`src/rtl/seq_pattern_detect.sv`:
```
// seq_pattern_detect
//   Serial pattern detector on a 1-bit stream. The last PAT_LEN sampled bits
//   are compared against a run-time programmable pattern (MSB = oldest bit).
//   A match produces a one-cycle registered pulse on detect and bumps a
//   saturating hit counter. In non-overlap mode a match empties the window,
//   so the next match needs PAT_LEN fresh bits.
//
// Ports
//   clk          clock, all state on posedge
//   rst          asynchronous active-high reset
//   oe           sample enable; 0 pauses the stream (state holds)
//   in           serial data bit, sampled when oe=1
//   overlap      1 = overlapping matches, 0 = non-overlapping
//   cfg_we       load cfg_pattern; clears the window, discards this cycle's bit
//   cfg_pattern  new pattern, MSB oldest
//   cnt_clr      synchronous clear of hit_cnt
//   detect       one-cycle match pulse
//   armed        window holds PAT_LEN valid bits
//   hit_cnt      saturating match count
module seq_pattern_detect #(
  parameter int                 PAT_LEN = 3,
  parameter logic [PAT_LEN-1:0] PATTERN = 3'b111,
  parameter int                 CNT_W   = 8
) (
  input  logic               clk,
  input  logic               rst,
  input  logic               oe,
  input  logic               in,
  input  logic               overlap,
  input  logic               cfg_we,
  input  logic [PAT_LEN-1:0] cfg_pattern,
  input  logic               cnt_clr,
  output logic               detect,
  output logic               armed,
  output logic [CNT_W-1:0]   hit_cnt
);

  localparam int                FILL_W    = $clog2(PAT_LEN + 1);
  localparam logic [FILL_W-1:0] FILL_FULL = FILL_W'(PAT_LEN);
  localparam logic [CNT_W-1:0]  CNT_MAX   = '1;

  logic [PAT_LEN-1:0] pat_q, pat_d;
  logic [PAT_LEN-2:0] hist_q, hist_d;
  logic [FILL_W-1:0]  fill_q, fill_d;
  logic               detect_q, detect_d;
  logic               armed_q, armed_d;
  logic [CNT_W-1:0]   hit_cnt_q, hit_cnt_d;

  logic [PAT_LEN-1:0] window;
  logic [FILL_W-1:0]  fill_inc;
  logic               match;

  always_comb begin
    window   = {hist_q, in};
    fill_inc = (fill_q == FILL_FULL) ? FILL_FULL : fill_q + FILL_W'(1);
    // A config write discards the sampled bit, so it can never count as a hit.
    // Fill gating keeps an all-zero pattern from matching the reset history.
    match    = oe && !cfg_we && (fill_inc == FILL_FULL) && (window == pat_q);
  end

  always_comb begin
    pat_d     = pat_q;
    hist_d    = hist_q;
    fill_d    = fill_q;
    detect_d  = 1'b0;
    hit_cnt_d = hit_cnt_q;

    if (cfg_we) begin
      pat_d  = cfg_pattern;
      hist_d = '0;
      fill_d = '0;
    end else if (oe) begin
      hist_d   = window[PAT_LEN-2:0];
      fill_d   = (match && !overlap) ? '0 : fill_inc;
      detect_d = match;
    end

    // A clear coinciding with a match keeps that match.
    if (cnt_clr) begin
      hit_cnt_d = match ? CNT_W'(1) : '0;
    end else if (match && (hit_cnt_q != CNT_MAX)) begin
      hit_cnt_d = hit_cnt_q + CNT_W'(1);
    end

    armed_d = (fill_d == FILL_FULL);
  end

  always_ff @(posedge clk or posedge rst) begin
    if (rst) begin
      pat_q     <= PATTERN;
      hist_q    <= '0;
      fill_q    <= '0;
      detect_q  <= 1'b0;
      armed_q   <= 1'b0;
      hit_cnt_q <= '0;
    end else begin
      pat_q     <= pat_d;
      hist_q    <= hist_d;
      fill_q    <= fill_d;
      detect_q  <= detect_d;
      armed_q   <= armed_d;
      hit_cnt_q <= hit_cnt_d;
    end
  end

  assign detect  = detect_q;
  assign armed   = armed_q;
  assign hit_cnt = hit_cnt_q;

endmodule

```
`config.mk`:
```
export PLATFORM = sky130hd
export DESIGN_NAME = seq_pattern_detect
export DESIGN_NICKNAME = d
export VERILOG_FILES = /design/src/rtl/seq_pattern_detect.sv
export SDC_FILE = /design/constraint.sdc
export NUM_CORES = 1
export LEC_CHECK = 0
export ABC_AREA = 1
export CORE_MARGIN = 4
export CORE_UTILIZATION = 30
export CTS_CLUSTER_SIZE = 25
export DETAILED_ROUTE_END_ITERATION = 6
export GPL_TIMING_DRIVEN = 0
export PLACE_DENSITY = 0.61
export SLEW_MARGIN = 15
export SYNTH_ARGS = -nofsm -noshare
export SYNTH_HDL_FRONTEND = slang
export SYNTH_SLANG_ARGS = --single-unit
```
`constraint.sdc`:
```
create_clock -name clk -period 3.2 [get_ports clk]
set_input_delay 0.48 -clock clk [delete_from_list [all_inputs] [get_ports clk]]
set_output_delay 0.48 -clock clk [all_outputs]
set_load 0.01 [all_outputs]
```
## Yosys cells after proc, flatten, opt, wreduce, memory -nomap -nowiden

Index checks and enable logic that the tools add are counted.
Widths: inputs -> output; s select.

| storage, ports and cells | value |
|---|---|
| register bits | 17 |
| output and inout port bits | 10 |
| bits of input ports | 10 |
| logic and storage cells | 33 |

| operators by class | value |
|---|---|
| reductions and logical operators | 9 |
| multiplexer cells | 11 |
| add/subtract/negate cells | 2 |
| eq/ne operators | 5 |

Operators by type and width:

| cell | number |
|---|---|
| $mux 8 | 2 |
| $mux 2 | 6 |
| $add 8x1->8 const B | 1 |
| $ne 8x8->1 const B | 1 |
| $eq 2x2->1 const B | 3 |
| $logic_and 1x1->1 | 5 |
| $reduce_bool 2->1 | 2 |
| $eq 3x3->1 | 1 |
| $mux 1 | 3 |
| $add 2x1->2 const B | 1 |
| $logic_not 1->1 | 2 |

## Depth between registers and ports, before layout

Gate-level depths: netlist (run 1).

| depth | value |
|---|---|
| depth in word-level cells | 10 |
| gate-level depth with buffers | 9 |

## Worst setup path after synthesis (run 1)

No wires, ideal clock.

| path | value |
|---|---|
| path type | reg2reg |
| from | reg hit_cnt_q[0] (netlist: hit_cnt[0]) |
| to | reg hit_cnt_q[2] (netlist: hit_cnt[2]) |
| data arrival time | 1244 ps |
| buffers on the path | 0 |
| clock period less this slack | 1359 ps |
| path slack | 1841 ps |
| stages on the path, launching flop included | 9 |
| cells stage by stage | dfrtp_1 -> ha_1 -> inv_1 -> nor2_2 -> nand2_1 -> nand3_4 -> nand2_8 -> nand2_2 -> nand2_2 |

| between the ends | value |
|---|---|
| longest elaborated chain between the ends | 3 |
| elaborated cells on any way between the ends | 6 |

RTL lines:

| element | RTL line | text |
|---|---|---|
| from (decl) | 47 | `logic [CNT_W-1:0] hit_cnt_q, hit_cnt_d;` |
| from (signal assigned) | 102 | `hit_cnt_q <= hit_cnt_d;` |
| $add 8x1->8 or $ne 8x8->1 (tied branches) | 82, 81 |  |
| $mux 8 or $logic_and 1x1->1 (tied branches) | 81 | `end else if (match && (hit_cnt_q != CNT_MAX)) begin` |
| $mux 8 or $reduce_bool 2->1 (tied branches) | -- |  |

Parallel ways exist; a longest one is shown, timed or not. The select of a mux whose other input is x is not followed.
A chain may end at the register's enable or synchronous reset.

## Final worst setup path (run 1)

| path | value |
|---|---|
| from | reg hit_cnt_q[0] (netlist: hit_cnt[0]) |
| to | out hit_cnt[0] |

RTL lines:

| element | RTL line | text |
|---|---|---|
| to (decl) | 35 | `output logic [CNT_W-1:0] hit_cnt` |

No word-level cell between the ends.

==> metrics.md, run 1 <==
| Metric | Value |
|---|---|
| Slew Limit Headroom | 54.9% |
| Total of max-cap violations | 0 |
| Clock Path Buffers | 2 |
| Worst skew pair latency | approximately 0.3 ns |
| Drc violations | 0 |
| Placed Area | 1310 um2 |
| Commonest non-fill, non-tap cell in the layout | nand2_1 |
| Area growth syn-to-layout | 23.7% |
| CP Cell Sequence | clkdlybuf4s50_1 |
| Slew Viols, Final | 0 |
| Outcome | complete, no violations |
| FP Rows | 21 |
| Min-Delay Path Class | primary input to register |
| CP max stage delay | 0.58 ns |
| IO Pins | 20 |
| Avg Cell Area, Syn | 7.75 um2 |
| # resized after CTS | 0 |
| Root buffer cell | clkbuf_4 |
| Fin crit share | a little under three fifths |
| RSZ-0062 raised after global routing | no |
| Die width | 67.9 um |
| Final worst slack | 1.36 ns |
| CP top delay family | buffers and inverters |
| Pwr dens | 342 nW/um2 |
| Leakage | 0.630 nW |
| Initial antenna violation count | 0 |
| Min Tclk post-route | 1.84 ns |
| Place WS | 1.34 ns |
| Gp weighted congestion | 0.818 |
| Largest net degree at the start of global routing | 18 |
| Global-route wire length before repair | 3970 um |
| Sw Share | a little under a third |
| Pwr Total | 456 uW |
| Die H | 67.9 um |
| Htree depth | 1 |
| Final TNS setup | 0 ns |
| Gr usage total | 11.4% |
| Syn Inst Count | 139 |
| Synth Cell Area | 1080 um2 |
| Crit Path Class | register to output port |
| Top cell type's share of synthesized area | about a third |
| Reg power frac | 52.7% |
| Count of buffers from port buffering | 17 |
| Initial DRC Count | 23 |
| WL/cell | approximately 11 um |
| CP Max Fanout | 6 |
| Clk slew on worst S/H paths | 0.11 ns |
| Worst slew pin tran | 0.675 ns |
| Skew final | 0.00488 ns |
| Clk sinks | 17 |
| Commonest non-fill, non-tap cells in the layout | nand2_1 (41), clkdlybuf4s50_1 (17), inv_1 (16), nor2_1 (15), dfrtp_1 (14) |
| FF/Latch Area | around 430 um2 |
| Buf+Inv Stages, Crit Path | 1 |
| Vias per inst | 4.49 |
| Drt total wl | 2250 um |
| GRT overflow | 0 |
| Layout fillers | 352 |
| Hold-fix buffers, CTS | 0 |
| Via count | 925 |
| Vias in the first global route | approximately 940 |
| Multi-input logic area | 537 um2 |
| Area of the core | ~3400 um2 |
| Startpoint Class | register |
| Endpoints failing hold | 0 |
| Die area | 4610 um2 |
| Yosys cell types | 25 |
| Starting Density | 31.8% |
| Pint | 315 uW |
| Yosys warnings | 0 |
| Switch Pwr | 141 uW |
| Inserted Clock Buffers | 3 |
| Critical Path AT | 1.36 ns |
| Post-DRT Antenna Nets | 0 |
| Fin area | roughly 1300 um2 |
| Layout cells sized above 1 | around 20% |
| Peak Freq | 0.545 GHz |
| CTS tree | yes |
| Largest cells by area after synthesis | dfrtp_1 (33%), nand2_1 (14%), dfstp_2 (7.3%), nand3_1 (6.0%), inv_1 (5.6%) |
| Logic pwr share | 19.9% |
| Seq cells post-synth | 17 |
| Final #Nets | ~170 |
| Critical-path top delay cell | clkdlybuf4s50_1 |
| Ant diodes | 0 |
| Detailed Routing Iterations Pass 1 | 4 |
| Final Setup Violations | 0 |
| Worst IR Drop VDD | between 0.15 and 0.2 mV |
| Endpoint class of the critical path | output port |
| Critical Path RT | ~2.7 ns |
| Half-perimeter wire length after placement | around 1700 um |
| Most area-hungry cell type in the Yosys netlist | dfrtp_1 |
| Clock network power share | 27.4% |
| Post-CTS setup buffers | 0 |
| Syn_nets | 150 |
| Post-synthesis sequential area ratio | 39.8% |
kinds of logic after synthesis:
logic type / synth area share [%]
AO/OA/AOI/OAI: 4.18
XOR/XNOR: 1.63
adder cells (fa/ha/maj): 1.16
buffers and inverters: 10.3
flip-flops: 39.8
AND/OR/NAND/NOR: 42.9
cells in the mapped netlist, drive strengths merged:
cell,number
xnor2,2
dfstp,3
a21oi,1
clkbuf,1
dfrtp,14
nand3,15
o21ai,4
ha,1
o211ai,1
o22ai,2
inv,21
nor2,19
nor3,1
buf,1
nand2,52
or2,1
per-stage QoR:
stage	std cells	util (%)	hold WS, ns
3_3_place_gp	202	38.5	0.480
2_1_floorplan	139	-	0.404
6_report	206	39.3	0.383
5_1_grt	206	39.3	0.386
3_5_place_dp	202	38.5	0.480
4_1_cts	206	39.3	0.380
worst paths after layout:
| path | start | to | slack [ns] | depth (start not counted) |
|---|---|---|---|---|
| worst min register to register | pat_q[0] | pat_q[0] | 0.50 | 2 |
| worst min-delay path | cfg_we | pat_q[2] | 0.38 | 2 |
| min in group asynchronous | rst | hist_q[1] | 0.56 | 2 |
| worst max-delay path | hit_cnt[0] | hit_cnt[0] | 1.36 | 1 |
| worst max register to register | hit_cnt[0] | hit_cnt[2] | 1.70 | 8 |
| max in group asynchronous | rst | hit_cnt[3] | 2.21 | 2 |
layer usage:
| metal | global-route usage [%] | share of wire [%] | up-vias |
|---|---|---|---|
| met5 | 0 | 0 | - |
| met4 | 4.71 | 2.0 | 0 |
| met3 | 3.12 | 6.0 | 6 |
| met2 | 19.4 | 48 | 25 |
| met1 | 13.3 | 44 | 428 |
| li1 | - | - | 466 |
state kept, by name, indices dropped and copies added, names as in the netlist:
signal	count
pat_q	3
detect	1
fill_q	2
hit_cnt	8
armed	1
hist_q	2
power by group through the flow:
stage	Clock (mW)	Combinational (mW)	Sequential [mW]
final	0.125	0.0909	0.240
after global routing	0.137	0.102	0.243
after CTS	0.128	0.0926	0.240
after detailed placement	0	0.0922	0.244
after global placement	0	0.0897	0.244
after floorplan	0	0.0591	0.244
area by class of cell:
class	instances	area share, %
clock buffers	3	1.69
inverters	21	6.48
flip-flops and latches	17	32.2
repair buffers	17	12.8
plain buffers	2	1.88
multi-input cells	99	40.3
clock inverters	1	0.376
well taps	46	4.32
Note: power is estimated with default switching activity, not from simulation.
==> inputs of run 2 (changes only) <==
clock period = 1.69 ns   (was 3.2 ns; I/O delays follow)
==> results of run 2 <==
The final DEF is identical to that of run 1. Status: complete, no violations.
Main changes from that run: setup slack after placement 1.34 ns -> 0.0608 ns; setup slack after layout 1.36 ns -> 0.0800 ns; hold slack 0.383 ns -> 0.157 ns; register-to-register setup slack 1.70 ns -> 0.19 ns; total power 0.456 mW -> 0.863 mW; worst IR drop on VDD 0.195 mV -> 0.370 mV
